File: config.mk
export PLATFORM = sky130hd
export DESIGN_NAME = smult_issue_ctrl
export DESIGN_NICKNAME = d
export VERILOG_FILES = /design/src/rtl/smult_issue_ctrl.sv
export SDC_FILE = /design/constraint.sdc
export NUM_CORES = 2
export LEC_CHECK = 0
export CAP_MARGIN = 20
export CORE_UTILIZATION = 30
export DETAILED_ROUTE_END_ITERATION = 10
export PLACE_DENSITY = 0.49
export SETUP_SLACK_MARGIN = 0.15
export SKIP_LAST_GASP = 1
export SLEW_MARGIN = 40
export SYNTH_ARGS = -nofsm -noshare
export SYNTH_HDL_FRONTEND = slang
export SYNTH_SLANG_ARGS = --single-unit
File: constraint.sdc
create_clock -name Clk1 -period 70.4 [get_ports Clk1]
set_clock_uncertainty 0.05 [all_clocks]
set_input_delay 14.08 -clock Clk1 [delete_from_list [all_inputs] [get_ports Clk1]]
set_output_delay 14.08 -clock Clk1 [all_outputs]
set_load 0.05 [all_outputs]
File: src/rtl/smult_issue_ctrl.sv
// smult_issue_ctrl: issue controller for a pipelined FP16 scalar-vector
// multiplier that uses a start/done handshake.
// Holds a small vector register file and executes host commands of the form
// vreg[dst] = scalar * vreg[src] by driving the multiplier, waiting for done,
// writing the product back and tracking overflow / timeout errors.
//
// Optional build macro SMULT_OVF_SQUASH_EN: when defined, an overflowing
// product is not written back (the destination keeps its old contents);
// the overflow flag is set either way.
module smult_issue_ctrl #(
  parameter int LANES   = 16,
  parameter int NREGS   = 4,
  parameter int TIMEOUT = 15,
  localparam int AW     = (NREGS > 1) ? $clog2(NREGS) : 1,
  localparam int VW     = 16 * LANES,
  localparam int CW     = (TIMEOUT > 0) ? $clog2(TIMEOUT + 1) : 1
) (
  input  logic          Clk1,
  input  logic          Reset,
  // host command interface
  input  logic          cmd_valid,
  output logic          cmd_ready,
  input  logic [15:0]   cmd_scalar,
  input  logic [AW-1:0] cmd_src,
  input  logic [AW-1:0] cmd_dst,
  // host vector register access
  input  logic          wr_en,
  input  logic [AW-1:0] wr_addr,
  input  logic [VW-1:0] wr_data,
  input  logic [AW-1:0] rd_addr,
  output logic [VW-1:0] rd_data,
  // multiplier handshake
  output logic          mult_start,
  output logic [15:0]   mult_scalar,
  output logic [VW-1:0] mult_vec,
  input  logic [VW-1:0] mult_product,
  input  logic          mult_V,
  input  logic          mult_done,
  // status
  output logic          busy,
  output logic          ovf_sticky,
  output logic          timeout_err,
  input  logic          err_clr
);

  typedef enum logic [1:0] {
    IDLE    = 2'd0,
    WAIT    = 2'd1,
    WRITE   = 2'd2,
    RELEASE = 2'd3
  } state_t;

  localparam logic [CW-1:0] CNT_MAX = CW'(TIMEOUT);

  state_t        state;
  state_t        state_nxt;
  logic [CW-1:0] wait_cnt;
  logic [AW-1:0] dst_reg;
  logic [VW-1:0] vreg [NREGS];

  // decoded per-cycle actions from the FSM
  logic          accept;
  logic          abort;
  logic          do_write;
  logic          cnt_inc;
  logic          wb_en;

`ifdef SMULT_OVF_SQUASH_EN
  // An overflowing product is discarded so the destination keeps its value.
  assign wb_en = do_write & ~mult_V;
`else
  assign wb_en = do_write;
`endif

  assign cmd_ready = (state == IDLE);
  assign busy      = (state != IDLE);
  assign rd_data   = vreg[rd_addr];

  // State register.
  always_ff @(posedge Clk1 or posedge Reset) begin
    if (Reset) begin
      state <= IDLE;
    end else begin
      state <= state_nxt;
    end
  end

  // Next-state logic and action decode.
  always_comb begin
    state_nxt = state;
    accept    = 1'b0;
    abort     = 1'b0;
    do_write  = 1'b0;
    cnt_inc   = 1'b0;
    unique case (state)
      IDLE: begin
        if (cmd_valid) begin
          accept    = 1'b1;
          state_nxt = WAIT;
        end
      end
      WAIT: begin
        if (mult_done) begin
          state_nxt = WRITE;
        end else if (wait_cnt == CNT_MAX) begin
          abort     = 1'b1;
          state_nxt = RELEASE;
        end else begin
          cnt_inc = 1'b1;
        end
      end
      WRITE: begin
        do_write  = 1'b1;
        state_nxt = RELEASE;
      end
      RELEASE: begin
        // Hold start low until the responder has dropped done, so it always
        // sees at least one low-start cycle before the next operation.
        if (!mult_done) begin
          state_nxt = IDLE;
        end
      end
      default: begin
        state_nxt = IDLE;
      end
    endcase
  end

  // WAIT-state cycle counter used for the timeout abort.
  always_ff @(posedge Clk1 or posedge Reset) begin
    if (Reset) begin
      wait_cnt <= '0;
    end else if (accept) begin
      wait_cnt <= '0;
    end else if (cnt_inc) begin
      wait_cnt <= wait_cnt + 1'b1;
    end
  end

  // Multiplier request: start and operands are latched on accept and held
  // stable until the operation completes or is aborted.
  always_ff @(posedge Clk1 or posedge Reset) begin
    if (Reset) begin
      mult_start  <= 1'b0;
      mult_scalar <= '0;
      mult_vec    <= '0;
      dst_reg     <= '0;
    end else if (accept) begin
      mult_start  <= 1'b1;
      mult_scalar <= cmd_scalar;
      mult_vec    <= vreg[cmd_src];
      dst_reg     <= cmd_dst;
    end else if (abort || do_write) begin
      mult_start  <= 1'b0;
    end
  end

  // Vector register file: host writes only while idle, product writeback
  // only in WRITE, so the two can never target the file on the same edge.
  // A host write on the accept edge does not bypass into mult_vec.
  always_ff @(posedge Clk1 or posedge Reset) begin
    if (Reset) begin
      for (int i = 0; i < NREGS; i++) begin
        vreg[i] <= '0;
      end
    end else if ((state == IDLE) && wr_en) begin
      vreg[wr_addr] <= wr_data;
    end else if (wb_en) begin
      vreg[dst_reg] <= mult_product;
    end
  end

  // Sticky error flags: a set event takes priority over a same-cycle clear.
  always_ff @(posedge Clk1 or posedge Reset) begin
    if (Reset) begin
      ovf_sticky  <= 1'b0;
      timeout_err <= 1'b0;
    end else begin
      if (do_write && mult_V) begin
        ovf_sticky <= 1'b1;
      end else if (err_clr) begin
        ovf_sticky <= 1'b0;
      end
      if (abort) begin
        timeout_err <= 1'b1;
      end else if (err_clr) begin
        timeout_err <= 1'b0;
      end
    end
  end

endmodule
Word-level counts from Yosys, hierarchy flattened

Cells that the tools add are included.

Register bits: 1307
Bits in latches: 0
Memory bits (writable): 0
Memory bits (read-only): 0
Input port bits: 543
Output and inout bits: 533
Logic and storage cells: 78
Memories kept: 0

Add/sub/neg operators: 1
Multipliers: 0
Divide/modulo/power cells: 0
Magnitude comparators: 6
Eq/ne operators: 7
Shift operators: 0
Multiplexer cells: 35
Bitwise gates (word level): 4
Reductions and logical operators: 13

Operators with widths:

| kind                                                 | number |
|---|---|
| bitwise mux 1024 bit                                 | 2 |
| 2-to-1 mux 1024 bit                                  | 2 |
| 2-to-1 mux 256 bit                                   | 6 |
| binary-select mux 256 bit (select 2 bit)             | 2 |
| demux 256 bit (select 2 bit)                         | 2 |
| 2-to-1 mux 1 bit                                     | 14 |
| >= comparator 3 bit (second input constant)          | 4 |
| NOT 2 -> 3 bit                                       | 4 |
| nonzero test 2 bit                                   | 6 |
| 2-to-1 mux 2 bit                                     | 4 |
| 2-to-1 mux 4 bit                                     | 2 |
| case mux 2 bit (4 select lines)                      | 1 |
| < comparator 3 x 1 -> 1 bit (second input constant)  | 2 |
| adder 4 x 1 -> 4 bit (second input constant)         | 1 |
| equality test 2 bit (second input constant)          | 2 |
| equality test 4 bit (second input constant)          | 1 |
| logical AND 1 bit                                    | 4 |
| != test 2 bit (second input constant)                | 2 |
| != test 3 bit (second input constant)                | 1 |
| AND reduction 3 bit                                  | 1 |
| equality test 2 x 1 -> 1 bit (second input constant) | 1 |
| logical NOT 2 bit                                    | 1 |
| logical OR 1 bit                                     | 1 |

Depth between registers and ports, before layout

Depth after elaboration: 8
Gate-level depth with buffers: 12
Depth with buffers taken out: 6

Least setup slack after synthesis

No wires, ideal clock.

Kind: input -> output
From: in rd_addr[1]
To: out rd_data[42]
Arrival: 15566 ps
Data required time: 56270 ps
Path slack: 40704 ps
Stages on the path: 5
Path buffers: 4
Cells stage by stage: clkbuf_1 buf_2 clkbuf_1 buf_1 mux4_2

Longest elaborated chain between the ends: 4

Ends and longest elaborated chain:

| item                                                   | RTL line | RTL |
|---|---|---|
| start, declared                                        | 30       | `input logic [AW-1:0] rd_addr,` |
| NOT 2 -> 3 bit (implied by the code)                   | 77       | `assign rd_data = vreg[rd_addr];` |
| binary-select mux 256 bit (select 2 bit)               | 77       |  |
| 2-to-1 mux 256 bit (implied by the code) (2 in series) | 77       |  |
| end, declared                                          | 31       | `output logic [VW-1:0] rd_data,` |

No other way between the ends. The select of a mux whose other input is x is not followed.

Worst setup path after layout

From: in rd_addr[0]
To: out rd_data[66]

Same word-level chain as after synthesis.

==> results.toml <==
[pwr]
switching_share_pct = 45.23
p_seq_share_pct = 31.8
pwr-share-comb_pct = 46.3
internal_power_uw = 2217
power.clock.fraction_pct = 21.9
irDropWorstVdd_uv = 38.76
p_per_area_nw_per_um2 = 44.44
switchingPower_uw = 1830
leakage_uw = 0.03779

[clock_network]
cts_root_buf = "clkbuf_16"
cts_setup_buffers = 0
clkTransAtPathRegs_ns = 0.06
htreeDepth = 4
ctsHoldBuffers = 0
cts_buffers = 164
clock_latency_ns = 0.84
cts_tree = "built"
cts_buffer_depth = 3
cts_sinks = 1307
post_cts_resized = 0

[detailed_routing]
drc = 545
ant_nets = 0
drt-pass1-iter-count = 11
via_per_inst = 6.089
vias = 59510
drtIter0Drc = 6273
wl_per_cell_microns = 34.49
totalWireLength_microns = 337000

[synthesis]
syn_area_per_cell_sq_um = 12.66
async_reset_ff_share_pct = 100.0
ys_warn_count = 0
ys_types = 37
syn_area_sq_um = 71820
synth-seq-area-share_pct = 45.54
syn-num-nets = 6221
synth_edf_count = 0
synth_flop_cell = "dfrtp_1"
synthCells = 5672
ys_ff_latch = 1307

[worst_setup_path]
critPathMaxFanout = 76
path_buf_inv = 5
cp.arrival_ns = 17.96
cp_common_cell = "buf_4"
max_stage_delay_ns = 0.72
required_ns = 56.27
cp_top_family = "buffers and inverters"
cp_cell_sequence = "buf_8, buf_4, buf_6, buf_4, mux4_2, clkdlybuf4s50_1"
crit_type = "in2out"
cp_slowest_cell = "buf_4"
start_kind = "input port"
worstSetupEndpointType = "primary output"

[placed_design]
gp_congestion = 0.9435
hpwl_microns = 218300
port_buffers = 1075

[timing]
tightest_slew_ns = 1.028
drv_slew = 0
tns_ns = 0
fmax_ghz = 0.03116
rsz0062_at_grt = "no"
relSlewSlack_pct = 31.47
finalCriticalPeriod_ns = 32.09
setup_viol_count_final = 0
fin_crit_sh_pct = 45.58
hold_violations = 0

[flow_run]
maxCapViolCount = 0

[layout]
regMostFlops = "vreg"
fill_cells = 22780
largest_reg_flops = 1024
drive_gt1_share_pct = 22.59
reg_top3 = "vreg (1024), mult_vec (256), mult_scalar (16)"
syn_to_final_growth_pct = 26.80
nets = 6930
final_core_util_pct = 38.29

[floorplanning]
io-pin-count = 1076
fp.dieH_microns = 491.3
start_util_pct = 30.19
fp.dieW_microns = 491.3
rows = 179
core-area_sq_um = 237900
die_area_sq_um = 241300

[global_routing]
grt_pass1_wl_microns = 476700
grt_pass1_vias = 57510
grt_antenna_before_repair = 167
overflow = 0
track_usage_pct = 27.40
grt_max_degree = 193

[status]
status = "finished with violations"
violations = "DRC"

[min_path]
hold_class = "reg2reg"
-- final timing paths --
kind	start	cells past startpoint	endpoint	slack, ns
max reg2reg	state[0]$_DFFE_PP0P_	9	mult_vec[131]$_DFFE_PP0P_	65.55
max in group asynchronous	Reset	9	mult_vec[220]$_DFFE_PP0P_	52.62
max	rd_addr[0]	6	rd_data[66]	38.31
min reg2reg	mult_vec[154]$_DFFE_PP0P_	2	mult_vec[154]$_DFFE_PP0P_	0.42
min in group asynchronous	Reset	2	mult_vec[103]$_DFFE_PP0P_	13.59
min	mult_vec[154]$_DFFE_PP0P_	2	mult_vec[154]$_DFFE_PP0P_	0.42
-- layer usage --
layer | GRT usage, % | part of all wire, %
met1 | 34.69 | 39
met4 | 16.26 | 6.4
met5 | 0.01984 | 0.22
met2 | 40.68 | 44
met3 | 8.919 | 10
-- kinds of logic (layout without fill, tap and decap cells) --
family,count (synthesis),count (layout),share of synthesized area (%)
buf+inv,669,1508,4.502
other cells,0,95,0
fa+ha+maj,6,6,0.1045
xor+xnor,2,2,0.02440
flops,1307,1307,45.54
compound gates,1294,1294,15.80
simple gates,1113,1113,5.915
mux,1281,1281,28.11
-- worst register-to-register path, cell delays in order (launching register included) --
cell     delay [ns]
dfrtp_1        0.42
inv_1          0.14
ha_1           0.54
and2_4         0.50
buf_4          0.66
buf_6          0.61
buf_4          0.73
buf_4          0.71
nand2_1        0.31
nand2_1        0.12
-- cells in the mapped netlist (18+ instances only) --
| library cell | count | area [sq um] |
|---|---|---|
| buf_6 | 31 | 349.1 |
| mux2_1 | 211 | 2376 |
| clkbuf_1 | 310 | 1164 |
| dfrtp_1 | 1307 | 32710 |
| buf_2 | 223 | 1116 |
| o21ai_0 | 241 | 1206 |
| nand2_1 | 1089 | 4088 |
| o21ai_1 | 18 | 90.09 |
| mux2_2 | 558 | 6284 |
| mux4_2 | 512 | 11530 |
| buf_1 | 43 | 161.4 |
| buf_4 | 56 | 420.4 |
| a32oi_1 | 256 | 2242 |
| a32o_1 | 768 | 7687 |
-- cell type report --
| type | count | area [sq um] | share of cell area [%] |
|---|---|---|---|
| clock inverters | 40 | 638.1 | 0.7007 |
| inverters | 6 | 35.03 | 0.03847 |
| diodes | 95 | 237.7 | 0.2611 |
| multi-input cells | 3696 | 35940 | 39.46 |
| clock buffers | 256 | 4926 | 5.409 |
| repair buffers | 1206 | 12620 | 13.86 |
| well taps | 3167 | 3963 | 4.351 |
| flip-flops and latches | 1307 | 32710 | 35.92 |
-- metrics by stage --
step                      area (sq um)  hold slack, ns  worst slack, ns  instances  total power (uW)
after floorplan                  71820          0.4112            19.43       5672              2394
after global placement           84410          0.4071            38.08       9352              3128
after detailed placement         84970          0.4112            37.93       9372              3152
after CTS                        90530          0.4252            37.93       9668              4052
after global routing             90990          0.4415            38.00       9743              4200
final                            91060          0.4205            38.31       9773              4047
-- power by group through the flow --
| stage | combinational (uW) | sequential, uW | clock [uW] |
|---|---|---|---|
| final | 1870 | 1290 | 886 |
| after global routing | 1960 | 1300 | 935 |
| after CTS | 1880 | 1270 | 906 |
| after floorplan | 978 | 1420 | 0 |
| after global placement | 1840 | 1290 | 0 |
| after detailed placement | 1870 | 1280 | 0 |
-- placed cells by master (no fill, tap or decap), types with 5 or more instances in the layout --
cell type and count:
buf_4 47, clkbuf_1 50, buf_8 6, clkbuf_16 169, buf_6 37, mux2_1 211
nand3_1 5, o21ai_1 18, a32o_1 768, mux4_2 512, clkdlybuf4s50_1 1069, ha_1 6
mux2_2 558, nand2_1 1088, inv_1 5, a32oi_1 256, buf_12 25, o21ai_0 241
clkinv_2 15, diode_2 95, dfrtp_1 1307, clkbuf_8 37, buf_16 20, bufinv_16 11
Note: power is estimated with default switching activity, not from simulation.
